## src/rtl/spi_display_host.sv

```systemverilog
// Write-only 4-wire SPI host for ILI9340-style displays: frames a pixel window
// (0x2A / 0x2B / 0x2C header) and streams RGB565 pixels, mode 0, MSB first.
module spi_display_host #(
    parameter int WIDTH   = 16,
    parameter int CLK_DIV = 4
) (
    input  logic             clk,
    input  logic             reset_n,
    input  logic [WIDTH-1:0] win_x_start,
    input  logic [WIDTH-1:0] win_y_start,
    input  logic [WIDTH-1:0] win_x_end,
    input  logic [WIDTH-1:0] win_y_end,
    input  logic             win_valid,
    output logic             win_ready,
    input  logic [15:0]      pixel_data,
    input  logic             pixel_valid,
    output logic             pixel_ready,
    output logic             busy,
    output logic             done,
    output logic             spi_clk,
    output logic             spi_cs,
    output logic             spi_di,
    output logic             spi_dc
);

    localparam int DIV_W = (CLK_DIV > 1) ? $clog2(CLK_DIV) : 1;
    localparam logic [DIV_W-1:0] DIV_LAST = DIV_W'(CLK_DIV - 1);
    localparam logic [3:0] HDR_LAST = 4'd10;
    localparam int EXT_W = (WIDTH > 16) ? WIDTH : 16;

    typedef enum logic [2:0] {
        IDLE,
        CS_SETUP,
        SHIFT,
        NEXT,
        PIX_WAIT,
        CS_HOLD
    } state_t;

    typedef enum logic [1:0] {
        K_HDR,
        K_PIX_HI,
        K_PIX_LO
    } kind_t;

    state_t           state_q, state_d;
    kind_t            kind_q, kind_d;
    logic [DIV_W-1:0] div_cnt_q, div_cnt_d;
    logic [2:0]       bit_cnt_q, bit_cnt_d;
    logic [3:0]       hdr_idx_q, hdr_idx_d;
    logic             spi_clk_q, spi_clk_d;
    logic             spi_cs_q, spi_cs_d;
    logic             spi_di_q, spi_di_d;
    logic             spi_dc_q, spi_dc_d;
    logic             done_q, done_d;
    logic [WIDTH-1:0] x_q, x_d;
    logic [WIDTH-1:0] y_q, y_d;
    logic [WIDTH-1:0] xs_q, xs_d;
    logic [WIDTH-1:0] xe_q, xe_d;
    logic [WIDTH-1:0] ys_q, ys_d;
    logic [WIDTH-1:0] ye_q, ye_d;
    logic [7:0]       sh_q, sh_d;
    logic [7:0]       pix_lo_q, pix_lo_d;

    logic             div_hit;
    logic             last_pix;
    logic [8:0]       nxt_hdr;

    // Coordinates always go out as 16 bits; wider fields are truncated.
    function automatic logic [15:0] to16(input logic [WIDTH-1:0] v);
        logic [EXT_W-1:0] ext;
        ext = '0;
        ext[WIDTH-1:0] = v;
        return ext[15:0];
    endfunction

    // Header byte at position idx, returned as {dc, byte}.
    function automatic logic [8:0] hdr_byte(input logic [3:0] idx,
                                            input logic [15:0] xs, input logic [15:0] xe,
                                            input logic [15:0] ys, input logic [15:0] ye);
        logic [8:0] b;
        case (idx)
            4'd0:    b = {1'b0, 8'h2A};
            4'd1:    b = {1'b1, xs[15:8]};
            4'd2:    b = {1'b1, xs[7:0]};
            4'd3:    b = {1'b1, xe[15:8]};
            4'd4:    b = {1'b1, xe[7:0]};
            4'd5:    b = {1'b0, 8'h2B};
            4'd6:    b = {1'b1, ys[15:8]};
            4'd7:    b = {1'b1, ys[7:0]};
            4'd8:    b = {1'b1, ye[15:8]};
            4'd9:    b = {1'b1, ye[7:0]};
            default: b = {1'b0, 8'h2C};
        endcase
        return b;
    endfunction

    always_comb begin
        state_d   = state_q;
        kind_d    = kind_q;
        div_cnt_d = div_cnt_q;
        bit_cnt_d = bit_cnt_q;
        hdr_idx_d = hdr_idx_q;
        spi_clk_d = spi_clk_q;
        spi_cs_d  = spi_cs_q;
        spi_di_d  = spi_di_q;
        spi_dc_d  = spi_dc_q;
        done_d    = 1'b0;
        x_d       = x_q;
        y_d       = y_q;
        xs_d      = xs_q;
        xe_d      = xe_q;
        ys_d      = ys_q;
        ye_d      = ye_q;
        sh_d      = sh_q;
        pix_lo_d  = pix_lo_q;

        div_hit  = (div_cnt_q == DIV_LAST);
        last_pix = (x_q == xe_q) && (y_q == ye_q);
        nxt_hdr  = hdr_byte(hdr_idx_q + 4'd1, to16(xs_q), to16(xe_q), to16(ys_q), to16(ye_q));

        case (state_q)
            IDLE: begin
                if (win_valid) begin
                    xs_d      = win_x_start;
                    ys_d      = win_y_start;
                    xe_d      = (win_x_end < win_x_start) ? win_x_start : win_x_end;
                    ye_d      = (win_y_end < win_y_start) ? win_y_start : win_y_end;
                    x_d       = win_x_start;
                    y_d       = win_y_start;
                    hdr_idx_d = 4'd0;
                    kind_d    = K_HDR;
                    // The 0x2A command bit is presented with CS so the setup
                    // interval doubles as the low half of its first bit.
                    sh_d      = 8'h2A;
                    spi_di_d  = 1'b0;
                    spi_dc_d  = 1'b0;
                    bit_cnt_d = 3'd0;
                    div_cnt_d = '0;
                    spi_clk_d = 1'b0;
                    spi_cs_d  = 1'b0;
                    state_d   = CS_SETUP;
                end
            end

            CS_SETUP: begin
                if (div_hit) begin
                    div_cnt_d = '0;
                    spi_clk_d = 1'b1;
                    state_d   = SHIFT;
                end else begin
                    div_cnt_d = div_cnt_q + DIV_W'(1);
                end
            end

            SHIFT, NEXT: begin
                if (!div_hit) begin
                    div_cnt_d = div_cnt_q + DIV_W'(1);
                end else begin
                    div_cnt_d = '0;
                    if (!spi_clk_q) begin
                        spi_clk_d = 1'b1;
                        state_d   = SHIFT;
                    end else begin
                        spi_clk_d = 1'b0;
                        if (bit_cnt_q != 3'd7) begin
                            sh_d      = {sh_q[6:0], 1'b0};
                            spi_di_d  = sh_q[6];
                            bit_cnt_d = bit_cnt_q + 3'd1;
                        end else begin
                            // Eighth falling edge: the following byte starts now.
                            bit_cnt_d = 3'd0;
                            case (kind_q)
                                K_HDR: begin
                                    if (hdr_idx_q != HDR_LAST) begin
                                        hdr_idx_d = hdr_idx_q + 4'd1;
                                        sh_d      = nxt_hdr[7:0];
                                        spi_di_d  = nxt_hdr[7];
                                        spi_dc_d  = nxt_hdr[8];
                                        state_d   = NEXT;
                                    end else begin
                                        state_d = PIX_WAIT;
                                    end
                                end
                                K_PIX_HI: begin
                                    kind_d   = K_PIX_LO;
                                    sh_d     = pix_lo_q;
                                    spi_di_d = pix_lo_q[7];
                                    spi_dc_d = 1'b1;
                                    state_d  = NEXT;
                                end
                                default: begin
                                    if (last_pix) begin
                                        state_d = CS_HOLD;
                                    end else begin
                                        if (x_q == xe_q) begin
                                            x_d = xs_q;
                                            y_d = y_q + WIDTH'(1);
                                        end else begin
                                            x_d = x_q + WIDTH'(1);
                                        end
                                        state_d = PIX_WAIT;
                                    end
                                end
                            endcase
                        end
                    end
                end
            end

            PIX_WAIT: begin
                if (pixel_valid) begin
                    sh_d      = pixel_data[15:8];
                    pix_lo_d  = pixel_data[7:0];
                    spi_di_d  = pixel_data[15];
                    spi_dc_d  = 1'b1;
                    kind_d    = K_PIX_HI;
                    bit_cnt_d = 3'd0;
                    div_cnt_d = '0;
                    state_d   = SHIFT;
                end
            end

            CS_HOLD: begin
                if (div_hit) begin
                    div_cnt_d = '0;
                    spi_cs_d  = 1'b1;
                    done_d    = 1'b1;
                    state_d   = IDLE;
                end else begin
                    div_cnt_d = div_cnt_q + DIV_W'(1);
                end
            end

            default: begin
                state_d = IDLE;
            end
        endcase
    end

    always_ff @(posedge clk) begin
        if (!reset_n) begin
            state_q   <= IDLE;
            kind_q    <= K_HDR;
            div_cnt_q <= '0;
            bit_cnt_q <= '0;
            hdr_idx_q <= '0;
            spi_clk_q <= 1'b0;
            spi_cs_q  <= 1'b1;
            spi_di_q  <= 1'b0;
            spi_dc_q  <= 1'b0;
            done_q    <= 1'b0;
            x_q       <= '0;
            y_q       <= '0;
        end else begin
            state_q   <= state_d;
            kind_q    <= kind_d;
            div_cnt_q <= div_cnt_d;
            bit_cnt_q <= bit_cnt_d;
            hdr_idx_q <= hdr_idx_d;
            spi_clk_q <= spi_clk_d;
            spi_cs_q  <= spi_cs_d;
            spi_di_q  <= spi_di_d;
            spi_dc_q  <= spi_dc_d;
            done_q    <= done_d;
            x_q       <= x_d;
            y_q       <= y_d;
        end
    end

    // Window bounds and byte buffers are only read after being loaded.
    always_ff @(posedge clk) begin
        xs_q     <= xs_d;
        xe_q     <= xe_d;
        ys_q     <= ys_d;
        ye_q     <= ye_d;
        sh_q     <= sh_d;
        pix_lo_q <= pix_lo_d;
    end

    assign win_ready   = (state_q == IDLE);
    assign pixel_ready = (state_q == PIX_WAIT);
    assign busy        = (state_q != IDLE);
    assign done        = done_q;
    assign spi_clk     = spi_clk_q;
    assign spi_cs      = spi_cs_q;
    assign spi_di      = spi_di_q;
    assign spi_dc      = spi_dc_q;

endmodule

```

## config.mk

```make
export PLATFORM = sky130hd
export DESIGN_NAME = spi_display_host
export DESIGN_NICKNAME = d
export VERILOG_FILES = /design/src/rtl/spi_display_host.sv
export SDC_FILE = /design/constraint.sdc
export NUM_CORES = 1
export LEC_CHECK = 0
export ABC_AREA = 1
export BUFFER_PORTS_ARGS = -buffer_cell sky130_fd_sc_hd__buf_2
export CAP_MARGIN = 20
export CORE_UTILIZATION = 55
export CTS_BUF_LIST = sky130_fd_sc_hd__clkbuf_8
export DETAILED_ROUTE_END_ITERATION = 7
export GPL_ROUTABILITY_DRIVEN = 0
export PLACE_DENSITY = 0.83
export SYNTH_ARGS = -nofsm -noshare
export SYNTH_HDL_FRONTEND = slang
export SYNTH_SLANG_ARGS = --single-unit
```

## constraint.sdc

```tcl
create_clock -name clk -period 4.1 [get_ports clk]
set_input_delay 0.205 -clock clk [delete_from_list [all_inputs] [get_ports clk]]
set_output_delay 0.205 -clock clk [all_outputs]
set_load 0.01 [all_outputs]
```

=== After elaboration in Yosys (flattened, before gate mapping) ===
Cells that the tools add are included.

* RAM bits: 0
* Flip-flop bits (word level): 130
* Latch bits: 0
* Memories kept: 0
* Logic and storage cells: 172
* Input port bits: 84
* Memory bits (read-only): 0

* Reduce and logical (&&, ||, !) cells: 27
* Mux-type cells: 82
* Equality and inequality tests: 38
* Bitwise logic cells: 0
* Divide/modulo/power cells: 0
* Add/subtract/negate cells: 5
* Shift operators: 0
* Multipliers: 0
* Magnitude comparators: 2

{| class="wikitable"
|+ Operators with widths
! operator !! count
|-
| $mux W16 || 16
|-
| $pmux W9 S10 || 1
|-
| $pmux W16 S2 || 2
|-
| $mux W7 || 6
|-
| $mux W3 || 13
|-
| $add A16 B1 Y16 const B || 2
|-
| $eq A16 B16 Y1 || 2
|-
| $lt A16 B16 Y1 || 2
|-
| $reduce_and A7 Y1 || 4
|-
| $ne A2 B2 Y1 const B || 13
|-
| $mux W4 || 6
|-
| $pmux W7 S3 || 1
|-
| $eq A4 B3 Y1 const B || 4
|-
| $mux W1 || 16
|-
| $mux W2 || 8
|-
| $reduce_and A8 Y1 || 2
|-
| $pmux W3 S5 || 1
|-
| $pmux W7 S2 || 1
|-
| $ne A3 B3 Y1 const B || 4
|-
| $ne A4 B4 Y1 const B || 3
|-
| $pmux W2 S3 || 2
|-
| $reduce_bool A3 Y1 || 4
|-
| $pmux W1 S3 || 3
|-
| $pmux W3 S3 || 1
|-
| other kinds (26) || 37
|}

=== Depth between registers and ports, before layout ===
Gate-level depths: netlist of the first run.

* Word-level depth: 9
* Mapped depth: 14
* Depth with buffers taken out: 13

=== Worst setup path before layout of the first run ===
Ideal clock, no wire load.

* Path type: reg2reg
* From: reg state_q[1]
* To: reg xe_q[0] (enable)
* Slack: 0.034 ns
* Cell stages (with the launch flop): 6
* Data arrival time: 3.578 ns
* Period minus slack after synthesis: 4.066 ns
* Path through: dfxtp_1 > inv_1 > nand2_1 > nor2_1 > inv_1 > nor2_1

* Longest elaborated chain between the ends: 2

{| class="wikitable"
|+ Ends and longest elaborated chain
! element !! RTL line !! text
|-
| start, declared || 46 || <nowiki>state_t state_q, state_d;</nowiki>
|-
| start signal, assigned || 256 || <nowiki>state_q <= state_d;</nowiki>
|-
| $logic_not A3 Y1 || n/a ||
|-
| via win_ready || 14 || <nowiki>output logic win_ready,</nowiki>
|-
| $reduce_and A2 Y1 (no source line) || n/a ||
|-
| end signal, assigned || 274 || <nowiki>xe_q <= xe_d;</nowiki>
|-
| end, declared || 59 || <nowiki>logic [WIDTH-1:0] xe_q, xe_d;</nowiki>
|}

The timed path passes the listed nets, and every way through them passes these cells.
A chain may end at the register's enable or synchronous reset.

=== Final worst setup path of the first run ===
* From: reg state_q[2]
* To: reg y_q[5]

* Longest elaborated chain between the ends: 4
* Elaborated cells between the ends (all ways): 14
* Those cells by class: eq/ne: 9; mux: 1; reduce/logical: 4

{| class="wikitable"
|+ Ends and longest elaborated chain
! element !! RTL line !! text
|-
| $eq A3 B2 Y1 || 122 || <nowiki>case (state_q)</nowiki>
|-
| $reduce_or A2 Y1 || 122 ||
|-
| $ne A2 B2 Y1 (no source line) / $reduce_bool A2 Y1 (equally long branches) || n/a ||
|-
| $reduce_and A8 Y1 (no source line) || n/a ||
|-
| end signal, assigned || 267 || <nowiki>y_q <= y_d;</nowiki>
|-
| end, declared || 57 || <nowiki>logic [WIDTH-1:0] y_q, y_d;</nowiki>
|}

Parallel ways exist; a longest one is shown, timed or not.

==> summary.txt, run 1 <==
Critical path
  – Cell with the largest stage delay on the worst path: sky130_fd_sc_hd__nand3_2
  – Startpoint kind of the worst setup timing path: register
  – Category of the critical setup timing path: reg -> reg
  – WP data required: 4.49 ns
  – Highest fanout seen on the critical path: 29
  – Crit-path max cell delay: 0.63 ns
  – Endpoint type of the worst setup path: register
  – Cell-by-cell listing of the critical path: inv_2, nand2_1, buf_4, nor2_1, nor2_1, nand3_2, nand2_1, nand2_1, nor2_1
  – Reg2Reg Depth: 9
  – Endpoint arrival time on the critical path: 3.24 ns

STA
  – Crit path time final: 2.85 ns
  – Final setup fails: 0
  – Count of final max-slew check failures: 0
  – Sum of negative setup slack: 0 ns
  – Measured slew at the worst slew-check pin: 0.862 ns
  – Final hold violation count: 0
  – Highest clock rate: 351 MHz
  – Crit share post-route: 69.5%
  – Unrepaired setup endpoints after global routing: no
  – Slew headroom: 42.3%
  – Worst hold slack: 0.0342 ns
  – Layout Skew: 0.0186 ns

Worst hold path
  – Class of the most critical hold timing path: in -> reg
  – Cell count of the worst hold path: 1

Floorplanning
  – I/O pin count: 92
  – Die area: 15800 µm²
  – Die Height: 126 µm
  – Std cell rows: 44
  – Floorplan die width: 126 µm
  – Starting Density: 57.2%
  – Core ar.: 14700 µm²

Logic synthesis
  – FFs w/ async S/R, synth: 0%
  – Net count of the mapped netlist: 1306
  – Syn avg cell area: 7.12 µm²
  – Syn Std Cell Area: 8410 µm²
  – Most repeated cell in the gate-level netlist after synthesis: sky130_fd_sc_hd__nand2_1
  – Share of Yosys cell area claimed by the top area cell type: 28.2%
  – Count of flip-flops with a built-in enable after synthesis: 79
  – Biggest area contributors in the synthesized netlist: sky130_fd_sc_hd__edfxtp_1 28%, sky130_fd_sc_hd__nand2_1 18%, sky130_fd_sc_hd__dfxtp_1 12%
  – Distinct cell type count after synthesis: 41
  – Share of synthesized area occupied by flip-flops and latches: 40.4%
  – Prevailing post-synth register cell: sky130_fd_sc_hd__edfxtp_1
  – Synth Instances: 1181
  – Synthesized flop and latch total: 130
  – Synth top cells by count: 396 x sky130_fd_sc_hd__nand2_1, 147 x sky130_fd_sc_hd__nor2_1, 138 x sky130_fd_sc_hd__inv_1
  – Number of warning messages in the yosys log: 0
  – Library cell with the largest summed area after synthesis: sky130_fd_sc_hd__edfxtp_1

Route
  – Post-route antenna net violation count: 0
  – Number of DRC markers after the initial detailed-route iteration: 1054
  – Detailed Routing Iterations Pass 1: 8
  – DRC Markers: 5
  – Number of vias per cell: 5.48
  – Vias after detailed routing: 8213
  – Routed wire length: 23400 µm
  – DR WL/cell: 15.6 µm

Cells and area
  – Footprint of the multi-input gates: 4310 µm²
  – Area growth from synthesis to layout: 16.0%
  – Seq. cell area: 3390 µm²
  – Number of fill cells in the layout: 1197
  – Proportion of layout cells with a drive suffix above 1: 12.3%
  – Nets: 1428
  – Number of inserted diodes: 0

Clock tree
  – Worst-skew pair later-pin latency: 0.46 ns
  – Maximum buffer depth of the clock tree: 2
  – Number of H-tree levels: 4
  – Buffer type at the clock tree root: sky130_fd_sc_hd__clkbuf_8
  – Number of post-CTS setup repair buffers: 0
  – Clock tree from TritonCTS: yes
  – # resized after CTS: 0
  – Clock-pin slew reported for the worst setup and hold paths after clock tree synthesis: 0.08 ns
  – Clock sink count: 130
  – Number of buffers created by CTS: 17

Placement
  – I/O Buffers: 91
  – Final HPWL DP: 16700 µm

GRT
  – Global route total overflow: 0
  – Number of global-route vias before repair: 7695
  – GRT Resource Usage Total: 30.9%
  – Pin count of the biggest net entering global routing: 66
  – Antenna violations before repair: 0
  – Global-route wire length before repair: 38200 µm

Power
  – Maximum vdd ir drop: 255 µV
  – Static power due to leakage: 4.62 nW
  – Power density relative to cell area: 589 nW/µm²

Flow run
  – Number of maximum-capacitance constraint violations: 0

Outcome
  – Result of the run: complete, but fails checks
  – Violated checks: DRC
[critical path, delay by kind of cell (launching register included)]
kind,cells,cell delay (ns)
flops,1,0.42
simple gates,7,1.88
buf+inv,2,0.48
[placed cells by master (no fill, tap or decap), drive strengths merged, types with 14 or more instances in the layout]
cell type,count
o21ai,86
nand4,29
dfxtp,51
buf,95
nand3,42
ha,41
xor2,20
nand2,397
dlygate4sd3,39
a21oi,39
nor2,163
xnor2,14
edfxtp,79
clkbuf,17
inv,154
[registers in the layout (all words and copies together) (netlist names), 2 cells and up]
signal     cells
pix_lo_q       8
ye_q          16
state_q        3
kind_q         2
div_cnt_q      2
xe_q          16
x_q           16
xs_q          16
bit_cnt_q      3
ys_q          16
y_q           16
hdr_idx_q      4
sh_q           7
[final timing paths]
kind	from	slack, ns	to
setup / recovery	state_q[2]$_SDFFE_PN0P_	1.25	y_q[5]$_SDFFE_PN0P_
hold / removal	win_x_start[14]	0.03	xs_q[14]$_DFFE_PP_
setup reg to reg	state_q[2]$_SDFFE_PN0P_	1.25	y_q[5]$_SDFFE_PN0P_
hold reg to reg	div_cnt_q[1]$_SDFFE_PN0P_	0.47	div_cnt_q[1]$_SDFFE_PN0P_
[logic make-up after synthesis]
group	synth area share (%)
AND/OR/NAND/NOR	31.8
AO/OA/AOI/OAI	9.68
adder cells (fa/ha/maj)	6.10
buffers and inverters	8.43
flip-flops	40.4
XOR/XNOR	3.63
[where the power goes]
| group | leakage, nW | internal (W) | switching (W) |
|---|---|---|---|
| logic | 3.28 | 0.000808 | 0.00170 |
| registers | 1.16 | 0.00185 | 0.000322 |
| clock network | 0.179 | 0.000494 | 0.000575 |
| total | 4.62 | 0.00315 | 0.00259 |
[final cells by class]
type                            instances  share of cell area [%]
Tap cell                              184                    2.36
Timing Repair Buffer                  134                    8.98
Inverter                              148                    5.71
Sequential cell                       130                    34.8
Multi-Input combinational cell        872                    44.2
Clock inverter                         15                    1.53
Clock buffer                           17                    2.40
[routing by layer]
metal	global-route usage (%)	vias to the layer above	part of all wire, %
met3	6.88	58	11
met5	0	-	0
li1	-	4049	-
met2	48.2	417	44
met4	13.1	0	3.2
met1	41.5	3689	42
[stage by stage]
stage,std cells,setup WS [ns],power (W),utilization [%],instance area (µm²)
detailed placement,1429,1.33,0.00458,61.1,8980
CTS,1500,1.33,0.00569,66.3,9750
finish,1500,1.25,0.00575,66.3,9750
global placement,1429,1.47,0.00451,61.1,8980
floorplan,1181,0.0338,0.00398,-,8410
global route,1500,0.903,0.00618,66.3,9750
[repair_timing]
item,CTS,global route
setup endpoints to repair,0,0
hold buffers,39,0
endpoints found under the hold margin,39,0
Power figures use the tool's default switching activity.
==> inputs of run 2 (changes only) <==
==> constraint.sdc (replaced) <==
create_clock -name clk -period 2.6 [get_ports clk]
set_input_delay 0.13 -clock clk [delete_from_list [all_inputs] [get_ports clk]]
set_output_delay 0.13 -clock clk [all_outputs]
set_load 0.01 [all_outputs]
==> run 2 against run 1 <==
- the run still ends with DRC left
- utilization is 3.6 points higher
- total power increased by 63%
- wire length is 6.5% higher
- global-route usage is 1.6 points higher
- critical path depth increased by 1
- first-iteration DRC count rose by 0.95%
- design area is 5.4% higher
- register-to-register slack worse by 0.97 ns
- non-clock buffer count up 51
- cell count is 3.5% higher
- via count is 3.9% higher
- highest routed layer unchanged
==> summary.txt, run 2 (same netlist as run 1, synthesis figures left out) <==
Critical path
  – Endpoint type of the worst setup path: register
  – Cell-by-cell listing of the critical path: ha_1, xor2_1, nand2_1, nor2_2, nand2_1, nand2_1, nor2_1, nand2_1, nor2_1, o21bai_1
  – Cell with the largest stage delay on the worst path: sky130_fd_sc_hd__dfxtp_1
  – Endpoint arrival time on the critical path: 2.63 ns
  – Category of the critical setup timing path: reg -> reg
  – CP Buf/Inv Count: 0
  – Category of cells accounting for the largest share of critical-path delay: simple AND/OR/NAND/NOR gates
  – WP data required: 2.92 ns
  – Crit-path max cell delay: 0.47 ns
  – Highest fanout seen on the critical path: 8
  – Most prevalent standard cell on the critical path: sky130_fd_sc_hd__nand2_1
  – Startpoint kind of the worst setup timing path: register

Floorplanning
  – Floorplan die width: 126 µm
  – Starting Density: 57.2%
  – Core ar.: 14700 µm²
  – I/O pin count: 92
  – Die Height: 126 µm
  – Die area: 15800 µm²
  – Std cell rows: 44

Power
  – Net switching power: 0.00413 W
  – Power density relative to cell area: 912 nW/µm²
  – Sequential Power Share: 36.5%
  – Static power due to leakage: 4.88 nW
  – Switching share of power: 44.0%
  – Combinational share of power: 43.5%
  – Internal power: 0.00524 W
  – Clk network pwr share: 20.0%
  – Maximum vdd ir drop: 422 µV

Outcome
  – Violated checks: DRC
  – Result of the run: complete, but fails checks

Cells and area
  – Post-route cell area: 10300 µm²
  – Most frequent standard cell in the layout excluding fill and tap cells: sky130_fd_sc_hd__nand2_1
  – Footprint of the multi-input gates: 4310 µm²
  – Commonest cells after routing, fill and taps aside: 396 x sky130_fd_sc_hd__nand2_1, 146 x sky130_fd_sc_hd__nor2_1, 139 x sky130_fd_sc_hd__inv_1, 91 x sky130_fd_sc_hd__buf_2, 84 x sky130_fd_sc_hd__o21ai_0
  – Proportion of layout cells with a drive suffix above 1: 12.6%
  – Nets: 1479
  – Number of fill cells in the layout: 1141
  – Seq. cell area: 3390 µm²
  – Area growth from synthesis to layout: 22.3%

GRT
  – Met3 Track Usage GR: 8.24%
  – Global-route wire length before repair: 39700 µm
  – Number of global-route vias before repair: 7961
  – Global route total overflow: 0
  – GR Util met1: 41.1%
  – GR met2 Demand/Resource: 51.4%
  – GRT Resource Usage Total: 32.5%
  – Antenna violations before repair: 1
  – Busiest metal layer after global routing: met2
  – Pin count of the biggest net entering global routing: 66

STA
  – Final hold violation count: 0
  – Crit share post-route: 89.0%
  – Final setup fails: 0
  – Layout Skew: 0.0285 ns
  – Measured slew at the worst slew-check pin: 0.495 ns
  – Crit path time final: 2.31 ns
  – Slew headroom: 66.9%
  – Highest clock rate: 432 MHz
  – Unrepaired setup endpoints after global routing: no
  – Sum of negative setup slack: 0 ns
  – Count of final max-slew check failures: 0

Placement
  – Cell Area, Placed: 9080 µm²
  – Final HPWL DP: 17100 µm
  – I/O Buffers: 91

Clock tree
  – Clock-pin slew reported for the worst setup and hold paths after clock tree synthesis: 0.09 ns
  – Clock sink count: 130
  – Number of H-tree levels: 4
  – Maximum buffer depth of the clock tree: 2
  – Clock tree from TritonCTS: yes
  – Number of buffers created by CTS: 17
  – Buffer type at the clock tree root: sky130_fd_sc_hd__clkbuf_8
  – # resized after CTS: 0
  – Number of post-CTS setup repair buffers: 0
  – Worst-skew pair later-pin latency: 0.49 ns

Route
  – Number of DRC markers after the initial detailed-route iteration: 1064
  – DRC Markers: 7
  – Vias after detailed routing: 8531
  – Number of vias per cell: 5.50
  – Post-route antenna net violation count: 0
  – Routed wire length: 25000 µm
  – Detailed Routing Iterations Pass 1: 7
  – DR WL/cell: 16.1 µm

Worst hold path
  – Class of the most critical hold timing path: in -> reg

Flow run
  – Number of maximum-capacitance constraint violations: 0
run 2: cell type report:
cell class | count | share of cell area, %
multi-input cells | 872 | 41.9
flip-flops and latches | 130 | 33.0
repair buffers | 185 | 13.3
inverters | 148 | 5.42
clock buffers | 17 | 2.28
well taps | 184 | 2.24
clock inverters | 15 | 1.77
diodes | 1 | 0.0243
run 2: per-stage QoR:
step                      power, W  hold slack (ns)  util [%]  setup slack, ns  std cells
after detailed placement   0.00732            0.309      61.8            0.383       1441
after CTS                  0.00925           0.0171      69.9            0.369       1551
after global placement     0.00721            0.313      61.8            0.420       1441
after floorplan            0.00626            0.229         -            0.330       1181
final                      0.00937           0.0374      69.9            0.286       1552
after global routing        0.0100           0.0405      69.9           0.0493       1552
run 2: tightest hold or removal path, cell delays in order:
cell and delay [ns]:
sky130_fd_sc_hd__buf_2 0.21, sky130_fd_sc_hd__nand2_1 0.10, sky130_fd_sc_hd__a21oi_1 0.03
run 2: routing by layer:
| layer | routed length, µm | up-vias |
|---|---|---|
| met1 | 10100 | 3772 |
| met3 | 2730 | 87 |
| met2 | 11000 | 514 |
| met4 | 1120 | 0 |
| met5 | 0 | - |
| li1 | - | 4158 |
run 2: final timing paths:
kind	startpoint	end	slack (ns)	cells after the start
worst min register to register	bit_cnt_q[1]$_SDFFE_PN0P_	bit_cnt_q[1]$_SDFFE_PN0P_	0.47	2
worst min-delay path	reset_n	state_q[0]$_SDFFE_PN0P_	0.04	3
worst max-delay path	hdr_idx_q[1]$_SDFFE_PN0P_	sh_q[2]$_DFFE_PP_	0.29	10
worst max register to register	hdr_idx_q[1]$_SDFFE_PN0P_	sh_q[2]$_DFFE_PP_	0.29	10
run 2: power by group through the flow:
stage | registers [W] | clock network (W) | logic, W
after floorplan | 0.00325 | 0 | 0.00301
after global placement | 0.00343 | 0 | 0.00378
after detailed placement | 0.00344 | 0 | 0.00388
after CTS | 0.00340 | 0.00186 | 0.00399
after global routing | 0.00347 | 0.00195 | 0.00460
final | 0.00342 | 0.00187 | 0.00408
run 2: repair_timing:
action	CTS	global route
endpoints found under the hold margin	78	0
hold buffers	78	0
endpoints found under the setup margin	0	0
==> inputs of run 3 (changes only) <==
--- a/config.mk
+++ b/config.mk
@@ -12,7 +12,7 @@
 export CTS_BUF_LIST = sky130_fd_sc_hd__clkbuf_8
 export DETAILED_ROUTE_END_ITERATION = 7
 export GPL_ROUTABILITY_DRIVEN = 0
-export PLACE_DENSITY = 0.83
+export PLACE_DENSITY = 0.81
 export SYNTH_ARGS = -nofsm -noshare
 export SYNTH_HDL_FRONTEND = slang
 export SYNTH_SLANG_ARGS = --single-unit
==> constraint.sdc (replaced) <==
create_clock -name clk -period 2.9 [get_ports clk]
set_input_delay 0.145 -clock clk [delete_from_list [all_inputs] [get_ports clk]]
set_output_delay 0.145 -clock clk [all_outputs]
set_load 0.01 [all_outputs]
==> run 3 against run 2 <==
- the flow still finishes with violations (DRC)
- non-clock buffer count is 16 lower
- die area stayed put
- utilization is 1.5 points lower
- wire length is 1.7% lower
- highest routed layer unchanged
==> summary.txt, run 3 (same netlist as run 1, synthesis figures left out) <==
Outcome
  – Result of the run: complete, but fails checks
  – Violated checks: DRC

Critical path
  – Crit-path max cell delay: 0.62 ns
  – Endpoint arrival time on the critical path: 2.57 ns
  – Reg2Reg Depth: 12
  – Cell-by-cell listing of the critical path: dlygate4sd3_1, buf_2, inv_1, ha_1, nand2_1, inv_1, nand3_1, nor3_1, o21ai_0, nand2_1, o21ai_0
  – Cell with the largest stage delay on the worst path: sky130_fd_sc_hd__nand2_1
  – Category of cells accounting for the largest share of critical-path delay: simple AND/OR/NAND/NOR gates
  – Endpoint type of the worst setup path: register
  – Category of the critical setup timing path: in -> reg
  – Startpoint kind of the worst setup timing path: input pin
  – Reg2reg end: sh_q[4]$_DFFE_PP_
  – CP Buf/Inv Count: 4
  – Worst setup endpoint: xe_q[5]$_DFFE_PP_
  – R2R Path Start: hdr_idx_q[1]$_SDFFE_PN0P_
  – Instance count on the critical path: 11
  – WP data required: 3.06 ns
  – Launch point of the critical path: win_x_start[15]
  – Highest fanout seen on the critical path: 32
  – Worst setup slack for register-to-register paths: 0.50 ns

GRT
  – Global route total overflow: 0
  – GRT Resource Usage Total: 32.1%
  – Global-route wire length before repair: 39200 µm
  – Number of global-route vias before repair: 7890
  – Pin count of the biggest net entering global routing: 66
  – Antenna violations before repair: 0

Cells and area
  – Most frequent standard cell in the layout excluding fill and tap cells: sky130_fd_sc_hd__nand2_1
  – Nets: 1463
  – Number of inserted diodes: 0
  – Number of fill cells in the layout: 1201
  – Commonest cells after routing, fill and taps aside: 396 x sky130_fd_sc_hd__nand2_1, 146 x sky130_fd_sc_hd__nor2_1, 139 x sky130_fd_sc_hd__inv_1, 91 x sky130_fd_sc_hd__buf_2, 84 x sky130_fd_sc_hd__o21ai_0
  – Proportion of layout cells with a drive suffix above 1: 12.4%
  – Seq. cell area: 3390 µm²
  – Footprint of the multi-input gates: 4310 µm²
  – Area growth from synthesis to layout: 19.6%

Route
  – Number of DRC markers after the initial detailed-route iteration: 994
  – DR WL/cell: 16.0 µm
  – Detailed Routing Iterations Pass 1: 7
  – Number of vias per cell: 5.50
  – Vias after detailed routing: 8449
  – DRC Markers: 4
  – Post-route antenna net violation count: 0
  – Routed wire length: 24500 µm

STA
  – Crit share post-route: 82.8%
  – Layout Skew: 0.0175 ns
  – Final setup fails: 0
  – Highest clock rate: 416 MHz
  – Post-route setup slack: 0.497 ns
  – Slew headroom: 44.5%
  – Measured slew at the worst slew-check pin: 0.830 ns
  – Crit path time final: 2.40 ns
  – Sum of negative setup slack: 0 ns
  – Final hold violation count: 0
  – Unrepaired setup endpoints after global routing: no
  – Count of final max-slew check failures: 0

Power
  – Maximum vdd ir drop: 433 µV
  – Power density relative to cell area: 808 nW/µm²
  – Static power due to leakage: 4.76 nW

Placement
  – Final HPWL DP: 17200 µm
  – I/O Buffers: 91
  – Pre-CTS setup slack: 0.592 ns

Floorplanning
  – Starting Density: 57.2%
  – Core ar.: 14700 µm²
  – Die area: 15800 µm²
  – Std cell rows: 44
  – Die Height: 126 µm
  – I/O pin count: 92
  – Floorplan die width: 126 µm

Clock tree
  – Worst-skew pair later-pin latency: 0.47 ns
  – Clock sink count: 130
  – Clock-pin slew reported for the worst setup and hold paths after clock tree synthesis: 0.09 ns
  – Maximum buffer depth of the clock tree: 2
  – Number of buffers created by CTS: 17
  – Clock tree from TritonCTS: yes
  – Number of H-tree levels: 4
  – Buffer type at the clock tree root: sky130_fd_sc_hd__clkbuf_8

Flow run
  – Number of maximum-capacitance constraint violations: 0

Worst hold path
  – Class of the most critical hold timing path: in -> reg
[run 3: power by group]
group | leakage [nW] | internal (W) | switching (W) | total [W]
registers | 1.16 | 0.00261 | 0.000468 | 0.00308
clock network | 0.164 | 0.000594 | 0.000795 | 0.00139
logic | 3.44 | 0.00122 | 0.00244 | 0.00366
total | 4.76 | 0.00442 | 0.00370 | 0.00813
[run 3: layout make-up]
| class | instances | area share, % |
|---|---|---|
| Clock inverter | 15 | 1.11 |
| Sequential cell | 130 | 33.7 |
| Inverter | 148 | 5.54 |
| Timing Repair Buffer | 169 | 12.1 |
| Clock buffer | 17 | 2.33 |
| Tap cell | 184 | 2.29 |
| Multi-Input combinational cell | 872 | 42.9 |
[run 3: timing repair]
item | CTS | global route
resized for setup | 0 | 0
setup buffers | 0 | 0
hold buffers | 66 | 0
endpoints found under the hold margin | 66 | 0
[run 3: how the worst min path moves through the flow]
stage / startpoint / endpoint / slack, ns / cells past startpoint
floorplan: pixel_data[0] / pix_lo_q[0]$_DFFE_PP_ / 0.24 / 0
global placement: pixel_data[5] / pix_lo_q[5]$_DFFE_PP_ / 0.33 / 1
detailed placement: pixel_data[2] / pix_lo_q[2]$_DFFE_PP_ / 0.32 / 1
CTS: win_x_end[10] / xe_q[10]$_DFFE_PP_ / 0.0007 / 3
global route: win_x_end[3] / xe_q[3]$_DFFE_PP_ / 0.0003 / 3
finish: win_x_end[10] / xe_q[10]$_DFFE_PP_ / 0.001 / 3
[run 3: metal layers]
| metal | share of wire, % | global-route usage (%) |
|---|---|---|
| met2 | 45 | 51.3 |
| met3 | 9.1 | 6.46 |
| met5 | 0 | 0 |
| met1 | 42 | 42.5 |
| met4 | 3.7 | 13.3 |
[run 3: through the flow]
step           power [W]  hold slack (ns)  utilization [%]  area [µm²]  std cells
2_1_floorplan    0.00561            0.244                -        8410       1181
3_3_place_gp     0.00649            0.328             61.6        9050       1437
6_report         0.00813          0.00122             68.4       10100       1535
4_1_cts          0.00803         0.000680             68.4       10100       1535
5_1_grt          0.00871         0.000298             68.4       10100       1535
3_5_place_dp     0.00658            0.324             61.6        9050       1437
[run 3: worst min-delay path, stage by stage]
cell	delay (ns)
sky130_fd_sc_hd__buf_2	0.10
sky130_fd_sc_hd__nand2_1	0.05
sky130_fd_sc_hd__o21ai_0	0.05
